File: config.mk
export PLATFORM = sky130hd
export DESIGN_NAME = div_issue_ctrl
export DESIGN_NICKNAME = d
export VERILOG_FILES = /design/src/rtl/div_issue_ctrl.sv
export SDC_FILE = /design/constraint.sdc
export NUM_CORES = 1
export LEC_CHECK = 0
export CAP_MARGIN = 20
export CORE_ASPECT_RATIO = 0.75
export CORE_MARGIN = 2
export CORE_UTILIZATION = 37
export DETAILED_ROUTE_END_ITERATION = 10
export GPL_ROUTABILITY_DRIVEN = 0
export PLACE_DENSITY = 0.89
export SLEW_MARGIN = 30
export SYNTH_ARGS = -nofsm -noshare
export SYNTH_HDL_FRONTEND = slang
export SYNTH_SLANG_ARGS = --single-unit
File: constraint.sdc
create_clock -name clk -period 2.7 [get_ports clk]
set_input_delay 0.405 -clock clk [delete_from_list [all_inputs] [get_ports clk]]
set_output_delay 0.405 -clock clk [all_outputs]
set_load 0.02 [all_outputs]
File: src/rtl/div_issue_ctrl.sv
// EX-stage issue controller for the multi-cycle divider: start/annul handshake, pipeline stall and HI/LO write.
// Optional `DIV_ZERO_BYPASS_EN` retires a zero-divisor divide in EX without starting the divider.
module div_issue_ctrl (
  input  logic        clk,
  input  logic        resetn,
  input  logic        ex_div_i,
  input  logic        ex_signed_i,
  input  logic [31:0] ex_rs_i,
  input  logic [31:0] ex_rt_i,
  input  logic        flush_i,
  input  logic        div_ready_i,
  input  logic [63:0] div_result_i,
  output logic        div_start_o,
  output logic        div_annul_o,
  output logic        div_signed_o,
  output logic [31:0] div_op1_o,
  output logic [31:0] div_op2_o,
  output logic        stall_req_o,
  output logic        hilo_we_o,
  output logic [31:0] hi_o,
  output logic [31:0] lo_o
);

  typedef enum logic [1:0] {IDLE, BUSY, DRAIN1, DRAIN2} state_t;

  state_t      r_state;
  logic        r_flush_drain;
  logic        r_signed;
  logic [31:0] r_op1;
  logic [31:0] r_op2;

  logic w_live;
  logic w_bypass;
  logic w_issue;
  logic w_done;

  assign w_live = ex_div_i & ~flush_i;

`ifdef DIV_ZERO_BYPASS_EN
  assign w_bypass = w_live & (ex_rt_i == 32'd0);
`else
  assign w_bypass = 1'b0;
`endif

  assign w_issue = (r_state == IDLE) & w_live & ~w_bypass;
  assign w_done  = (r_state == BUSY) & div_ready_i & ~flush_i;

  // A flushed divide may sit in its end state (zero divisor), so it gets an extra start-low cycle.
  always_ff @(posedge clk) begin
    if (!resetn) begin
      r_state       <= IDLE;
      r_flush_drain <= 1'b0;
      r_signed      <= 1'b0;
      r_op1         <= 32'd0;
      r_op2         <= 32'd0;
    end else begin
      case (r_state)
        IDLE: begin
          if (w_issue) begin
            r_state  <= BUSY;
            r_signed <= ex_signed_i;
            r_op1    <= ex_rs_i;
            r_op2    <= ex_rt_i;
          end
        end
        BUSY: begin
          if (flush_i) begin
            r_state       <= DRAIN1;
            r_flush_drain <= 1'b1;
          end else if (div_ready_i) begin
            r_state       <= DRAIN1;
            r_flush_drain <= 1'b0;
          end
        end
        DRAIN1: begin
          r_state <= r_flush_drain ? DRAIN2 : IDLE;
        end
        DRAIN2: begin
          r_state       <= IDLE;
          r_flush_drain <= 1'b0;
        end
        default: r_state <= IDLE;
      endcase
    end
  end

  always_comb begin
    div_start_o  = 1'b0;
    div_annul_o  = 1'b0;
    div_signed_o = 1'b0;
    div_op1_o    = 32'd0;
    div_op2_o    = 32'd0;
    hilo_we_o    = 1'b0;
    hi_o         = 32'd0;
    lo_o         = 32'd0;
    case (r_state)
      IDLE: begin
        div_start_o = w_issue;
        hilo_we_o   = w_bypass;
        if (ex_div_i) begin
          div_signed_o = ex_signed_i;
          div_op1_o    = ex_rs_i;
          div_op2_o    = ex_rt_i;
        end
      end
      BUSY: begin
        // Operands stay on the latched values: the divider re-reads sign bits at its final fixup.
        div_start_o  = ~flush_i;
        div_annul_o  = flush_i;
        div_signed_o = r_signed;
        div_op1_o    = r_op1;
        div_op2_o    = r_op2;
        hilo_we_o    = w_done;
        if (w_done) begin
          hi_o = div_result_i[63:32];
          lo_o = div_result_i[31:0];
        end
      end
      DRAIN1, DRAIN2: begin
        div_annul_o = r_flush_drain;
      end
      default: begin
        div_start_o = 1'b0;
      end
    endcase
  end

  assign stall_req_o = w_live & ~w_done & ~((r_state == IDLE) & w_bypass);

endmodule

==> results of run 1 <==
## worst reg2reg max path, stage by stage, from the launching register on
cell and delay, ps:
dfxtp_1 420, nor4b_4 400, buf_12 370, o21ai_0 300
## power breakdown
group | switching, uW | leakage (uW) | internal (uW)
clock network | 449 | 0.000156 | 814
registers | 31.8 | 0.000556 | 1060
logic | 334 | 0.00215 | 405
## per-stage QoR
step	setup TNS, ps	utilization [%]
after detailed placement	-4.27	66.4
after floorplan	0	-
after global placement	0	66.4
after global routing	-20.5	70.8
final	0	70.8
after CTS	0	69.8
## synthesized netlist by cell type
cell / n
dfxtp_1: 68
nand2_1: 69
buf_4: 5
nand3_1: 65
nor2_1: 2
nor3b_1: 2
o21ai_0: 66
nor4b_4: 1
and3_1: 1
a22o_1: 65
inv_1: 1
buf_1: 3
buf_2: 20
o21a_1: 3
clkbuf_2: 1
a21o_1: 1
a21boi_0: 1
clkbuf_1: 22
and2_1: 64
nor2b_1: 1
a2111oi_0: 1
## area by class of cell
class / count / area (um2)
Tap cell: 132 / 165
Inverter: 1 / 3.75
Timing Repair Buffer: 279 / 2890
Fill cell: 735 / 2790
Sequential cell: 68 / 1360
Clock inverter: 7 / 98.8
Multi-Input combinational cell: 342 / 2010
Clock buffer: 9 / 225
## cells by family after synthesis
family	synth area share, %
simple gates	29.1
compound gates	26.3
flops	37.9
buf+inv	6.69
## cell usage in the layout (no fill, tap or decap), types with 2 or more instances in the layout
cell	netlist	layout
buf_4	5	6
and2_1	64	64
bufinv_16	0	2
o21ai_0	66	66
buf_12	0	6
o21a_1	3	3
dfxtp_1	68	67
nand3_1	65	65
inv_6	0	2
nor2_1	2	2
buf_6	0	2
dlymetal6s2s_1	0	19
clkbuf_16	0	9
nand2_1	69	69
clkdlybuf4s50_1	0	245
a22o_1	65	65
## state kept, by name (all words and copies together) (netlist names)
name	cells
r_flush_drain	1
r_signed	1
r_op2	32
r_state	2
r_op1	32
## final timing paths
| kind | from | endpoint | slack (ps) | cells after the start |
|---|---|---|---|---|
| worst max-delay path | ex_div_i | div_op2_o[20] | 40 | 6 |
| worst max register to register | r_state[1] | r_op2[23] | 1080 | 3 |
| worst min-delay path | r_op2[29] | r_op2[29] | 460 | 2 |
| worst min register to register | r_op2[29] | r_op2[29] | 460 | 2 |
## layer usage
layer	track usage [%]	vias to the layer above	wire, um
met2	43.7	152	7040
met4	7.12	0	243
li1	-	2100	-
met3	9.25	17	1150
met1	28.0	2007	5570
met5	0	-	0
## repair_timing
action / CTS / global route
buffers inserted: 0 / 2
gates resized for setup: 3 / 28
cloned: 0 / 1
endpoints found under the setup margin: 39 / 61
==> key figures, run 1 <==
Power
  – Pwr Total: 3090 uW
  – Pleak: 0.00286 uW
  – Peak VDD IR: 0.000298 V
  – Total power divided by cell area: 457 nW/um2

Routing
  – DR WL/cell: 16.7 um
  – # DRC: 0
  – Final ANT Viol Nets: 0
  – Vias: 4,276
  – Initial drt markers: 220
  – Final WL: 14.0 mm
  – DRT Pass-1 Iters: 4
  – Drt via density: 5.10

Cells and area
  – N_diodes: 0
  – Area Growth Syn to Fin: 88.1%
  – Nets: 835
  – Finished Layout Cells: 838
  – Layout cells sized above 1: 4.96%
  – Final instance area: 6760 um2

GRT
  – Largest net degree at the start of global routing: 131
  – Total gr overflow: 0
  – First-pass GRT wire length: 20.5 mm
  – Gr usage total: 24.5%
  – Initial antenna violation count: 0
  – Vias in the first global route: 4,010

Place
  – Pre-CTS setup slack: -2.20 ps
  – Placed cells: 819
  – DP Wirelength: 10.2 mm
  – Port buffer count: 266
  – Dpl cell area: 6330 um2

Floorplan
  – IO Count: 267
  – Initial Util: 37.6%
  – Core Region: 9540 um2
  – Die width: 118 um
  – Row Count: 31
  – Die Ht: 89.3 um
  – Die ar.: 10,500 um2

Clock network
  – Clock sink total: 68
  – TritonCTS clock tree: built
  – CTS Hold Buffers Added: 0
  – Clock Latency Late Sink: 320 ps
  – H-tree depth: 3
  – Clock-pin slew on the worst setup and hold paths: 50 ps
  – CTS buffer count: 9
  – Clock root cell: clkbuf_16
  – Clock Path Buffers: 2

STA
  – Setup ws final: 44.0 ps
  – Setup Viol. Count Final: 0
  – Clock Skews: 8.46 ps
  – Slew margin rel.: 60.7%
  – Period minus WS final: 2660 ps
  – Hold Violations, Final: 0
  – FMAX: 0.377 GHz
  – Least-Margin Pin Slew: 590 ps
  – Max Slew Vio Count: 0
  – Final hold slack: 458 ps
  – Period utilisation layout: 98.4%

Critical path
  – CP Buf/Inv Count: 4
  – Crit. End Element: output port
  – Most common cell on crit path: clkdlybuf4s50_1
  – CP Launch Type: input port
  – Slowest stage cell on the critical path: clkdlybuf4s50_1
  – Critical Path, Cell by Cell: clkdlybuf4s50_1 > nor3b_4 > buf_4 > buf_12 > a22o_1 > clkdlybuf4s50_1
  – Crit path largest cell delay: 640 ps
  – Kind of critical path: in2out
  – CP delay by family, top: buffers and inverters
  – Crit path max fanout: 36
  – CP Data Required Time: 2300 ps
  – Worst EP arrival: 2250 ps

Hold path
  – Worst hold path type: reg2reg

Logic synthesis
  – Synth Instances: 462
  – Synth area leaders: dfxtp_1 (38%), a22o_1 (16%), and2_1 (11%), o21ai_0 (9.2%), nand3_1 (9.1%)
  – Syn nets: 596
  – Seq cells post-synth: 68
  – Dominant cell type by area after synthesis: dfxtp_1
  – Top cell type's share of synthesized area: 37.9%
  – Post-Syn Area per Cell: 7.77 um2
  – Sequential share of the synthesized area: 37.9%
  – Yosys cell types: 21
  – Synth Cell Area: 3590 um2
  – Yosys warns: 0

Run
  – Max_cap viols: 0

Outcome
  – Status: complete, no violations
Power figures use the tool's default switching activity.
==> inputs of run 2 (changes only) <==
- RECOVER_POWER: default -> 25
==> run 2 against run 1 <==
Critical path depth is the same. Critical endpoint unchanged. Core utilization shrank 0.22 points. First-iteration DRC count grew 18%. Highest routed layer unchanged. Worst setup slack gained 4.5 ps. Largest cell class unchanged. Register-to-register slack lost 600 ps.
==> key figures, run 2 (same netlist as run 1, synthesis figures left out) <==
Outcome
  – Status: complete, no violations

Hold path
  – Hold path cells: 2
  – Hold path endpoint: r_op2[29]
  – Hold Startpoint: r_op2[29]
  – Worst hold path type: reg2reg

GRT
  – Initial antenna violation count: 0
  – Largest net degree at the start of global routing: 131
  – Vias in the first global route: 4,010
  – Gr usage total: 24.5%
  – Total gr overflow: 0
  – First-pass GRT wire length: 20.5 mm

Clock network
  – Clock-pin slew on the worst setup and hold paths: 50 ps
  – Clock Latency Late Sink: 320 ps
  – Clock root cell: clkbuf_16
  – CTS buffer count: 9
  – Clock sink total: 68
  – CTS Hold Buffers Added: 0
  – TritonCTS clock tree: built
  – Clock Path Buffers: 2
  – H-tree depth: 3

STA
  – Max Slew Vio Count: 0
  – Clock Skews: 9.04 ps
  – Period utilisation layout: 98.2%
  – FMAX: 0.377 GHz
  – Period minus WS final: 2650 ps
  – Least-Margin Pin Slew: 1160 ps
  – Setup Viol. Count Final: 0
  – Hold Violations, Final: 0
  – Final hold slack: 458 ps
  – Slew margin rel.: 22.4%
  – Setup ws final: 48.5 ps
  – Setup tns final: 0 ps

Floorplan
  – IO Count: 267
  – Core Region: 9540 um2
  – Row Count: 31
  – Die ar.: 10,500 um2
  – Die width: 118 um
  – Die Ht: 89.3 um
  – Initial Util: 37.6%

Critical path
  – Kind of critical path: in2out
  – Crit. End Element: output port
  – Slowest stage cell on the critical path: clkdlybuf4s50_1
  – R2R cell count: 3
  – Critical Path, Cell by Cell: clkdlybuf4s50_1 > nor3b_4 > buf_4 > buf_12 > a22o_1 > clkdlybuf4s50_1
  – CP Launch Type: input port
  – Most common cell on crit path: clkdlybuf4s50_1
  – FF-to-FF Start: r_state[1]
  – Crit path max fanout: 36
  – CP Data Required Time: 2300 ps
  – CP delay by family, top: buffers and inverters
  – CP Buf/Inv Count: 4
  – Crit path largest cell delay: 640 ps
  – R2R Setup Slk: 480 ps
  – Reg2reg end: r_op2[23]
  – Worst EP arrival: 2250 ps

Routing
  – Final ANT Viol Nets: 0
  – Drt via density: 5.10
  – DRT Pass-1 Iters: 4
  – Initial drt markers: 259
  – Vias: 4,274
  – Final WL: 14.0 mm
  – # DRC: 0
  – DR WL/cell: 16.7 um

Power
  – Peak VDD IR: 0.000299 V
  – Pleak: 0.00285 uW
  – Total power divided by cell area: 458 nW/um2
  – Pwr Total: 3090 uW

Cells and area
  – Commonest non-fill, non-tap cell in the layout: clkdlybuf4s50_1
  – Register Area: 1360 um2
  – Area of the multi-input gates: 2000 um2
  – # fillers: 737
  – Layout cells sized above 1: 4.96%
  – Area Growth Syn to Fin: 87.5%
  – N_diodes: 0
  – Commonest non-fill, non-tap cells in the layout: clkdlybuf4s50_1 (245), nand2_1 (69), dfxtp_1 (67)
  – Nets: 835
  – Biggest regs: r_op1 x32, r_op2 x32, r_state x2

Run
  – Max_cap viols: 0

Place
  – Port buffer count: 266
  – Pre-CTS setup slack: -2.20 ps
  – DP Wirelength: 10.2 mm
## run 2: changes by cell type in the layout (fill, tap and decap cells not counted), sizes merged
cell    change
buf         -2
clkbuf      +2
## run 2: worst min-delay path, stage by stage (launching register included)
cell     delay [ps]
dfxtp_1         310
nand2_1          50
o21ai_0          60
## run 2: how the worst max path moves through the flow
stage,start,slack (ps),cells after the start,endpoint
after floorplan,r_state[0],760,5,stall_req_o
after global placement,ex_div_i,80,5,div_op2_o[30]
after detailed placement,ex_div_i,-2,5,div_op1_o[1]
after CTS,ex_div_i,20,5,div_op2_o[3]
after global routing,ex_div_i,-10,6,div_op2_o[20]
final,ex_div_i,50,6,div_op2_o[20]
## run 2: layout make-up
class	count	share of cell area [%]
Clock buffer	9	3.34
Clock inverter	7	1.47
Inverter	1	0.0557
Multi-Input combinational cell	342	29.8
Sequential cell	68	20.2
Tap cell	132	2.45
Timing Repair Buffer	279	42.7
## run 2: report_power, final
part	internal, uW	leakage (uW)	switching [uW]
logic	401	0.00214	333
registers	1060	0.000556	31.3
clock network	815	0.000156	450
## run 2: metrics by stage
| stage | utilization (%) | instances | instance area (um2) |
|---|---|---|---|
| 6_report | 70.6 | 838 | 6730 |
| 5_1_grt | 70.6 | 838 | 6730 |
| 4_1_cts | 69.8 | 835 | 6660 |
| 3_5_place_dp | 66.4 | 819 | 6330 |
| 3_3_place_gp | 66.4 | 819 | 6330 |
| 2_1_floorplan | - | 462 | 3590 |
## run 2: repair_timing
action                     4_1_cts  5_1_grt
buffers inserted                 0        2
cloned                           0        1
resized for setup                3       28
setup endpoints to repair       39       61
## run 2: layer usage
metal	wire (um)	GRT usage, %	up-vias
met1	5620	28.0	2001
met5	0	0	-
met2	7010	43.7	158
met3	1150	9.25	17
met4	243	7.12	0
li1	-	-	2098
==> inputs of run 3 (changes only) <==
- PLACE_DENSITY: 0.89 -> default
- PLACE_DENSITY_LB_ADDON: default -> 0.05
==> run 3 against run 2 <==
Core utilization fell by 0.21 points. Wire length rose by 2.9%. Worst setup slack improved by 34 ps. Cell count did not move. Power rose by 3.6%. Global-route usage rose by 1.3 points. Worst hold slack got worse by 0.86 ps. Clock power rose by 9%. Via count rose by 0.16%. Sequential cell count did not move. Cell area fell by 0.30%. Critical path type is now reg2out. Largest power group unchanged. Highest routed layer unchanged.
==> key figures, run 3 (same netlist as run 1, synthesis figures left out) <==
Floorplan
  – Initial Util: 37.6%
  – Die ar.: 10,500 um2
  – IO Count: 267
  – Row Count: 31
  – Die width: 118 um
  – Die Ht: 89.3 um
  – Core Region: 9540 um2

Clock network
  – Post-CTS setup buffer count: 0
  – Clock sink total: 68
  – H-tree depth: 3
  – Clock-pin slew on the worst setup and hold paths: 50 ps
  – Clock Latency Late Sink: 340 ps
  – CTS buffer count: 9
  – Clock Path Buffers: 2
  – Clock root cell: clkbuf_16
  – CTS Hold Buffers Added: 0
  – TritonCTS clock tree: built

STA
  – Setup tns final: 0 ps
  – Period minus WS final: 2620 ps
  – Clock Skews: 5.04 ps
  – Setup Viol. Count Final: 0
  – RSZ-0062 raised after global routing: no
  – Slew margin rel.: 24.6%
  – Final hold slack: 457 ps
  – Period utilisation layout: 96.9%
  – FMAX: 0.382 GHz
  – Least-Margin Pin Slew: 1130 ps
  – Hold Violations, Final: 0
  – Max Slew Vio Count: 0

Power
  – Total power divided by cell area: 476 nW/um2
  – Gate power share: 23.3%
  – Flop pwr share: 33.9%
  – Internal power: 2390 uW
  – Peak VDD IR: 0.000374 V
  – Pleak: 0.00258 uW
  – Switch share: 25.3%
  – Clk network pwr share: 42.8%
  – NetSw: 808 uW
  – Pwr Total: 3200 uW

Routing
  – Vias: 4,281
  – Final WL: 14.4 mm
  – Initial drt markers: 286
  – Final ANT Viol Nets: 0
  – DR WL/cell: 17.2 um
  – # DRC: 0
  – DRT Pass-1 Iters: 5
  – Drt via density: 5.11

Outcome
  – Status: complete, no violations

Run
  – Max_cap viols: 0

Cells and area
  – Layout cells sized above 1: 4.82%
  – Commonest non-fill, non-tap cells in the layout: clkdlybuf4s50_1 (260), nand2_1 (69), dfxtp_1 (68)
  – Commonest non-fill, non-tap cell in the layout: clkdlybuf4s50_1
  – Biggest regs: r_op1 x32, r_op2 x32, r_state x2
  – Nets: 835
  – Area Growth Syn to Fin: 87.0%
  – N_diodes: 0

GRT
  – First-pass GRT wire length: 20.9 mm
  – Total gr overflow: 0
  – Gr usage total: 25.8%
  – Largest net degree at the start of global routing: 131
  – Initial antenna violation count: 0
  – Vias in the first global route: 3,677

Critical path
  – CP Launch Type: flop
  – CP delay by family, top: buffers and inverters
  – Worst EP arrival: 2210 ps
  – Slowest stage cell on the critical path: clkdlybuf4s50_1
  – Crit path max fanout: 66
  – CP Buf/Inv Count: 2
  – Kind of critical path: reg2out
  – Critical Path, Cell by Cell: nor2b_4 > and3_1 > buf_12 > nor3b_1 > clkdlybuf4s50_1
  – Crit. End Element: output port
  – CP Data Required Time: 2300 ps
  – Crit path largest cell delay: 630 ps

Hold path
  – Worst hold path type: reg2reg

Place
  – DP Wirelength: 10.8 mm
  – Port buffer count: 266
-- run 3: cell types whose count changed in the layout (fill, tap and decap cells not counted), sizes merged --
cell	change
buf	+2
clkbuf	+1
inv	-2
dlymetal6s2s	-16
dlygate4sd2	-1
bufinv	+1
clkdlybuf4s50	+15
-- run 3: per-stage QoR --
| step | worst slack, ps | cell area, um2 | util (%) | instances |
|---|---|---|---|---|
| after detailed placement | 92.4 | 6370 | 66.8 | 822 |
| after CTS | 29.8 | 6720 | 70.5 | 838 |
| after global placement | 104 | 6370 | 66.8 | 822 |
| final | 82.9 | 6710 | 70.4 | 838 |
| after global routing | 1.29 | 6710 | 70.4 | 838 |
| after floorplan | 758 | 3590 | - | 462 |
-- run 3: routing by layer --
metal	up-vias	GRT usage, %	share of wire, %	routed length (um)
li1	2098	-	-	-
met1	1997	35.6	45	6460
met2	170	39.3	47	6730
met3	16	7.27	7.0	1000
met4	0	8.00	1.6	227
met5	-	0	0	0
-- run 3: area by class of cell --
class | instances | area [um2]
Clock buffer | 10 | 239
Clock inverter | 6 | 111
Fill cell | 784 | 2830
Inverter | 1 | 3.75
Multi-Input combinational cell | 342 | 2000
Sequential cell | 68 | 1360
Tap cell | 132 | 165
Timing Repair Buffer | 279 | 2830
-- run 3: what timing repair did --
action                                  in CTS  in global routing
endpoints found under the setup margin       0                  3
endpoints found under the hold margin        0                  0
resized for setup                            0                  3
-- run 3: final timing paths --
kind | start | to | slack, ps | cells after the start
setup / recovery | r_state[1] | stall_req_o | 80 | 5
hold / removal | r_op1[11] | r_op1[11] | 460 | 2
setup reg to reg | r_state[0] | r_op1[1] | 480 | 4
hold reg to reg | r_op1[11] | r_op1[11] | 460 | 2
-- run 3: power by group through the flow --
stage | Clock (uW) | Combinational, uW | Sequential [uW]
floorplan | 0 | 318 | 1100
global placement | 0 | 737 | 1100
detailed placement | 0 | 743 | 1100
CTS | 1390 | 749 | 1080
global route | 1440 | 793 | 1090
finish | 1370 | 743 | 1080
-- run 3: tightest hold or removal path, cell delays in order (launching register included) --
cell and delay, ps:
dfxtp_1 310, nand2_1 50, o21ai_0 60
